**config.mk**
```make
export PLATFORM = sky130hd
export DESIGN_NAME = trace_dump_ctrl_flat
export DESIGN_NICKNAME = d
export VERILOG_FILES = /design/src/rtl/trace_dump_ctrl_pkg.sv /design/src/rtl/trace_dump_ctrl_if.sv /design/src/rtl/trace_dump_ctrl_ram_port_mux.sv /design/src/rtl/trace_dump_ctrl.sv /design/src/flat_wrapper.sv
export SDC_FILE = /design/constraint.sdc
export NUM_CORES = 1
export LEC_CHECK = 0
export BUFFER_PORTS_ARGS = -buffer_cell sky130_fd_sc_hd__buf_2
export CELL_PAD_IN_SITES_DETAIL_PLACEMENT = 2
export CELL_PAD_IN_SITES_GLOBAL_PLACEMENT = 2
export CORE_AREA = 8 8 96 98
export DETAILED_ROUTE_END_ITERATION = 16
export DIE_AREA = 0 0 104 106
export PLACE_DENSITY_LB_ADDON = 0.15
export SKIP_LAST_GASP = 1
export SLEW_MARGIN = 20
export SYNTH_ARGS = -nofsm -noshare
export SYNTH_HDL_FRONTEND = slang
export SYNTH_HIERARCHICAL = 1
export SYNTH_SLANG_ARGS = --single-unit
```
**constraint.sdc**
```tcl
create_clock -name clk -period 2.2 [get_ports clk]
set_clock_uncertainty 0.15 [all_clocks]
set_input_delay 0.66 -clock clk [delete_from_list [all_inputs] [get_ports clk]]
set_output_delay 0.66 -clock clk [all_outputs]
set_load 0.01 [all_outputs]
```
**src/rtl/trace_dump_ctrl_pkg.sv**
```systemverilog
// dso_pkg: shared types for the trace dump controller.
// Optional checksum byte is enabled with the TRACE_CHKSUM_EN macro.
package dso_pkg;

  localparam int TRACE_DEPTH = 512;

  typedef enum logic [2:0] {
    IDLE,
    RD,
    LAT,
    SEND,
    CSUM,
    DONE
  } dump_state_t;

endpackage

```
**src/rtl/trace_dump_ctrl_if.sv**
```systemverilog
// trace_dump_ctrl_if: RAM port and UART byte stream of the dump controller.
// master = controller side, slave = RAM/UART side.
interface trace_dump_ctrl_if #(
  parameter int ADDR_W = 9,
  parameter int DATA_W = 8
);

  logic              ram_en;
  logic              ram_we;
  logic [ADDR_W-1:0] ram_addr;
  logic [DATA_W-1:0] ram_rdata;
  logic [DATA_W-1:0] tx_data;
  logic              tx_vld;
  logic              tx_rdy;

  modport master (
    output ram_en,
    output ram_we,
    output ram_addr,
    output tx_data,
    output tx_vld,
    input  ram_rdata,
    input  tx_rdy
  );

  modport slave (
    input  ram_en,
    input  ram_we,
    input  ram_addr,
    input  tx_data,
    input  tx_vld,
    output ram_rdata,
    output tx_rdy
  );

endinterface

```
**src/rtl/trace_dump_ctrl_ram_port_mux.sv**
```systemverilog
// ram_port_mux: capture port always wins the single RAM port;
// the dump read only proceeds when capture is idle.
module ram_port_mux #(
  parameter int ADDR_W = 9
) (
  input  logic              cap_en_i,
  input  logic              cap_we_i,
  input  logic [ADDR_W-1:0] cap_addr_i,
  input  logic              rd_req_i,
  input  logic [ADDR_W-1:0] rd_addr_i,
  output logic              ram_en_o,
  output logic              ram_we_o,
  output logic [ADDR_W-1:0] ram_addr_o,
  output logic              rd_grant_o
);

  always_comb begin
    ram_en_o   = rd_req_i;
    ram_we_o   = 1'b0;
    ram_addr_o = rd_addr_i;
    if (cap_en_i) begin
      ram_en_o   = 1'b1;
      ram_we_o   = cap_we_i;
      ram_addr_o = cap_addr_i;
    end
  end

  assign rd_grant_o = rd_req_i & ~cap_en_i;

endmodule

```
**src/rtl/trace_dump_ctrl.sv**
```systemverilog
// trace_dump_ctrl: streams the circular trace buffer to the UART, oldest first.
// Define TRACE_CHKSUM_EN to append a two's-complement checksum byte.
module trace_dump_ctrl
  import dso_pkg::*;
#(
  parameter int ADDR_W = $clog2(TRACE_DEPTH),
  parameter int DATA_W = 8
) (
  input  logic              clk,
  input  logic              rst_n,
  input  logic              cap_en_i,
  input  logic              cap_we_i,
  input  logic [ADDR_W-1:0] cap_addr_i,
  input  logic              capture_done_i,
  input  logic [ADDR_W-1:0] trace_end_i,
  input  logic              dump_start_i,
  trace_dump_ctrl_if.master bus,
  output logic              dump_busy_o,
  output logic              dump_done_o,
  output logic              clr_capture_done_o,
  output logic              dump_err_o
);

  localparam logic [ADDR_W:0] LAST = (ADDR_W+1)'(2**ADDR_W - 1);

  dump_state_t       state_q;
  logic [ADDR_W-1:0] rd_ptr_q;
  logic [ADDR_W-1:0] rd_ptr_d;
  logic [ADDR_W:0]   cnt_q;
  logic [DATA_W-1:0] tx_data_q;
  logic              tx_vld_q;
  logic              busy_q;
  logic              done_q;
  logic              err_q;
  logic              rd_req;
  logic              rd_grant;

`ifdef TRACE_CHKSUM_EN
  logic [DATA_W-1:0] sum_q;
  logic [DATA_W-1:0] sum_d;
  assign sum_d = sum_q + tx_data_q;
`endif

  assign rd_req   = (state_q == RD);
  assign rd_ptr_d = rd_ptr_q + ADDR_W'(1);

  ram_port_mux #(
    .ADDR_W (ADDR_W)
  ) u_mux (
    .cap_en_i   (cap_en_i),
    .cap_we_i   (cap_we_i),
    .cap_addr_i (cap_addr_i),
    .rd_req_i   (rd_req),
    .rd_addr_i  (rd_ptr_q),
    .ram_en_o   (bus.ram_en),
    .ram_we_o   (bus.ram_we),
    .ram_addr_o (bus.ram_addr),
    .rd_grant_o (rd_grant)
  );

  always_ff @(posedge clk) begin
    if (!rst_n) begin
      state_q   <= IDLE;
      rd_ptr_q  <= '0;
      cnt_q     <= '0;
      tx_data_q <= '0;
      tx_vld_q  <= 1'b0;
      busy_q    <= 1'b0;
      done_q    <= 1'b0;
      err_q     <= 1'b0;
`ifdef TRACE_CHKSUM_EN
      sum_q     <= '0;
`endif
    end else begin
      done_q <= 1'b0;
      err_q  <= 1'b0;
      case (state_q)
        IDLE: begin
          if (dump_start_i) begin
            if (capture_done_i) begin
              rd_ptr_q <= trace_end_i + ADDR_W'(1);
              cnt_q    <= '0;
              busy_q   <= 1'b1;
              state_q  <= RD;
`ifdef TRACE_CHKSUM_EN
              sum_q    <= '0;
`endif
            end else begin
              err_q <= 1'b1;
            end
          end
        end
        // a slot stolen by capture is simply retried
        RD: begin
          if (rd_grant) state_q <= LAT;
        end
        LAT: begin
          tx_data_q <= bus.ram_rdata;
          tx_vld_q  <= 1'b1;
          state_q   <= SEND;
        end
        SEND: begin
          if (bus.tx_rdy) begin
            tx_vld_q <= 1'b0;
            rd_ptr_q <= rd_ptr_d;
            cnt_q    <= cnt_q + (ADDR_W+1)'(1);
`ifdef TRACE_CHKSUM_EN
            sum_q    <= sum_d;
`endif
            if (cnt_q == LAST) begin
`ifdef TRACE_CHKSUM_EN
              tx_data_q <= ~sum_d + DATA_W'(1);
              tx_vld_q  <= 1'b1;
              state_q   <= CSUM;
`else
              done_q  <= 1'b1;
              state_q <= DONE;
`endif
            end else begin
              state_q <= RD;
            end
          end
        end
`ifdef TRACE_CHKSUM_EN
        CSUM: begin
          if (bus.tx_rdy) begin
            tx_vld_q <= 1'b0;
            done_q   <= 1'b1;
            state_q  <= DONE;
          end
        end
`endif
        DONE: begin
          busy_q  <= 1'b0;
          state_q <= IDLE;
        end
        default: state_q <= IDLE;
      endcase
    end
  end

  assign bus.tx_data        = tx_data_q;
  assign bus.tx_vld         = tx_vld_q;
  assign dump_busy_o        = busy_q;
  assign dump_done_o        = done_q;
  assign clr_capture_done_o = done_q;
  assign dump_err_o         = err_q;

endmodule

```
**src/flat_wrapper.sv**
```systemverilog
// flat-port wrapper written by rule: the top's interface ports become plain ports
module trace_dump_ctrl_flat import dso_pkg::*;
#(
  parameter int ADDR_W = $clog2(TRACE_DEPTH),
  parameter int DATA_W = 8
)
  (clk, rst_n, cap_en_i, cap_we_i, cap_addr_i, capture_done_i, trace_end_i, dump_start_i, dump_busy_o, dump_done_o, clr_capture_done_o, dump_err_o, bus_ram_en, bus_ram_we, bus_ram_addr, bus_tx_data, bus_tx_vld, bus_ram_rdata, bus_tx_rdy);
  trace_dump_ctrl_if #(.ADDR_W(ADDR_W), .DATA_W(DATA_W)) bus_i ();
  input  logic clk;
  input  logic rst_n;
  input  logic cap_en_i;
  input  logic cap_we_i;
  input  logic [ADDR_W-1:0] cap_addr_i;
  input  logic capture_done_i;
  input  logic [ADDR_W-1:0] trace_end_i;
  input  logic dump_start_i;
  output logic dump_busy_o;
  output logic dump_done_o;
  output logic clr_capture_done_o;
  output logic dump_err_o;
  output wire logic [$bits(bus_i.ram_en)-1:0] bus_ram_en;
  output wire logic [$bits(bus_i.ram_we)-1:0] bus_ram_we;
  output wire logic [$bits(bus_i.ram_addr)-1:0] bus_ram_addr;
  output wire logic [$bits(bus_i.tx_data)-1:0] bus_tx_data;
  output wire logic [$bits(bus_i.tx_vld)-1:0] bus_tx_vld;
  input wire logic [$bits(bus_i.ram_rdata)-1:0] bus_ram_rdata;
  input wire logic [$bits(bus_i.tx_rdy)-1:0] bus_tx_rdy;
  assign bus_ram_en = bus_i.ram_en;
  assign bus_ram_we = bus_i.ram_we;
  assign bus_ram_addr = bus_i.ram_addr;
  assign bus_tx_data = bus_i.tx_data;
  assign bus_tx_vld = bus_i.tx_vld;
  assign bus_i.ram_rdata = bus_ram_rdata;
  assign bus_i.tx_rdy = bus_tx_rdy;
  trace_dump_ctrl #(.ADDR_W(ADDR_W), .DATA_W(DATA_W)) u_core (.clk(clk), .rst_n(rst_n), .cap_en_i(cap_en_i), .cap_we_i(cap_we_i), .cap_addr_i(cap_addr_i), .capture_done_i(capture_done_i), .trace_end_i(trace_end_i), .dump_start_i(dump_start_i), .bus(bus_i), .dump_busy_o(dump_busy_o), .dump_done_o(dump_done_o), .clr_capture_done_o(clr_capture_done_o), .dump_err_o(dump_err_o));
endmodule
```
==> impl_metrics.tcl <==
set metrics [dict create \
    ir_worst_vdd_v 0.000212 \
    drtPass1Iterations 4 \
    final_util 0.326 \
    place_ws_ns -0.0824 \
    cts_tree "yes" \
    wirelength_um 6790 \
    yosys_warnings 6 \
    finish.instance_area_um2 2550 \
    routed-via-count 2081 \
    p_leak_nw 1.06 \
    slew_headroom 0.705 \
    path_clk_slew_ns 0.08 \
    die_area_um2 11000 \
    synth.largest_area_cell "dfxtp_1" \
    root_buffer "clkbuf_8" \
    critical_path.endpoint_type "primary output" \
    finalHoldViolCount 0 \
    antenna_cells 0 \
    setup_ws_ns 0.0388 \
    io_pins 57 \
    async_flop_share 0 \
    area_growth_pct 32.9 \
    yosysUniqueCellTypes 49 \
    overflow 0 \
    vias_per_cell 4.92 \
    drv_cap 0 \
    syn_area_per_cell_um2 7.95 \
    place.gp.congestion 0.746 \
    fin_nets 352 \
    htreeDepth 2 \
    drc 0 \
    avgRoutedWirePerCell_um 16.1 \
    die_y_um 106 \
    insertion_delay_ns 0.29 \
    mostFrequentLayoutCells "55 x buf_2, 48 x nand2_1, 32 x dfxtp_1" \
    grt_pass1_vias 2319 \
    drive_gt1_frac 0.349 \
    ys_ff_latch 34 \
    cts_sinks 34 \
    cp.required_ns 1.39 \
    numPortBuffers 56 \
    critical_path_class "in -> out" \
    place_area_um2 2420 \
    dp_hpwl_um 5240 \
    initialDrtViolationCount 55 \
    whs_ns 0.307 \
    synthesis.area_um2 1920 \
    max_slew.worst_pin.slew_ns 0.443 \
    status "complete, no violations" \
    period_minus_slack_ns 2.16 \
    cp_max_fo 11 \
    grt_antenna_before_repair 0 \
    ctsHoldBuffers 0 \
    maxSlewViolCount 0 \
    start_util 0.245 \
    clock.fmax_ghz 0.463 \
    clock_path_buffers 2 \
    syn_nets 277 \
    antenna_left 0 \
    grt_setup_unrepaired "true" \
    rows 33 \
    cts_made_buffers 5 \
    p_per_area_nw_per_um2 534 \
    finalCritPeriodShare 0.982 \
    ys_dominant_reg_cell "dfxtp_1" \
    synth_top_area_share 0.354 \
    grt_usage 0.123 \
    hold_class "reg -> reg" \
    crit_arrival_ns 1.35 \
    startpoint_type "input pin" \
    setup_violations 0 \
    grt_start_max_net_pins 17 \
    syn_inst 242 \
    grt_pass1_wl_um 11300 \
    synth.area.top_cells "dfxtp_1 35%, nand2_1 9.4%, a21oi_1 6.2%" \
    final_common_cell "buf_2" \
    die_w_um 104 \
    seq_area_frac_synth 0.354 \
    core_um2 7850 \
    synth_edf_count 0 \
]
## through the flow
stage               instances  power [mW]  TNS, ns
floorplan                 242       0.777        0
global placement          412       0.883   -0.327
detailed placement        412       0.887   -0.463
CTS                       420        1.39  -0.0805
global route              423        1.45  -0.0182
finish                    423        1.36        0
## worst max-delay path: stages
cell and delay, ns:
buf_4 0.20, mux2_2 0.35, buf_2 0.14
## synth_stat cells, types with 2 or more instances
master / instances
nand4_1: 8
nor3_2: 2
a21o_1: 2
clkbuf_1: 3
nor3_1: 3
o22ai_1: 2
dfxtp_1: 34
o21ai_1: 3
nand2_1: 48
mux2_4: 7
ha_1: 2
a22oi_1: 4
buf_6: 2
buf_4: 4
nand3_1: 11
nand3b_1: 2
a31oi_1: 4
buf_2: 4
xor2_1: 4
a21oi_1: 24
nor2_1: 22
nor2b_1: 3
xnor2_1: 5
nor4_1: 2
and3_1: 3
mux2_2: 2
o21ai_0: 9
nand2b_1: 2
## path summary, 6_finish.rpt
check	startpoint	endpoint	slack, ns	depth (start not counted)
setup / recovery	cap_en_i	bus_ram_addr[6]	0.04	3
hold reg to reg	u_core/bus.tx_data[7]	u_core/bus.tx_data[7]	0.31	2
hold / removal	u_core/bus.tx_data[7]	u_core/bus.tx_data[7]	0.31	2
setup reg to reg	u_core/state_q[1]	u_core/rd_ptr_q[6]	0.16	9
## layout make-up
type	count	area [um^2]
Clock inverter	3	21.3
Timing Repair Buffer	81	474
Tap cell	105	131
Sequential cell	34	683
Clock buffer	5	68.8
Multi-Input combinational cell	194	1170
Fill cell	961	5290
Inverter	1	3.75
## what timing repair did
| action | in CTS | in global routing |
|---|---|---|
| pin swaps | 0 | 0 |
| resized for setup | 2 | 8 |
| setup endpoints to repair | 10 | 4 |
| setup buffers | 0 | 3 |
| cloned | 0 | 0 |
## routing by layer
layer  share of wire  routed length (um)  vias to the layer above  GRT usage
li1                -                   -                     1009          -
met1            0.43                2920                     1028      0.131
met2            0.52                3540                       39      0.237
met3           0.042                 287                        5     0.0339
met4          0.0071                  48                        0     0.0248
met5               0                   0                        -          0
## cell families (layout without fill, tap and decap cells)
kind of cell,Yosys count,in the layout,synth area share
compound gates,56,56,0.172
fa+ha+maj,2,2,0.0130
flops,34,34,0.354
xor+xnor,9,9,0.0410
simple gates,118,118,0.308
buf+inv,14,90,0.0455
mux,9,9,0.0664
## sequential cells by signal, summed over array words and instances (netlist names)
register and cells:
u_core/bus.tx_data 8, u_core/bus.tx_vld 1, u_core/clr_capture_done_o 1, u_core/cnt_q 10
u_core/dump_busy_o 1, u_core/dump_err_o 1, u_core/rd_ptr_q 9, u_core/state_q 3
## power by group
group          internal (mW)  switching, mW  leakage [nW]
logic                  0.116          0.118         0.742
registers              0.631         0.0167         0.276
clock network          0.223          0.259        0.0441
No activity file was read; power rests on OpenSTA's default activity.
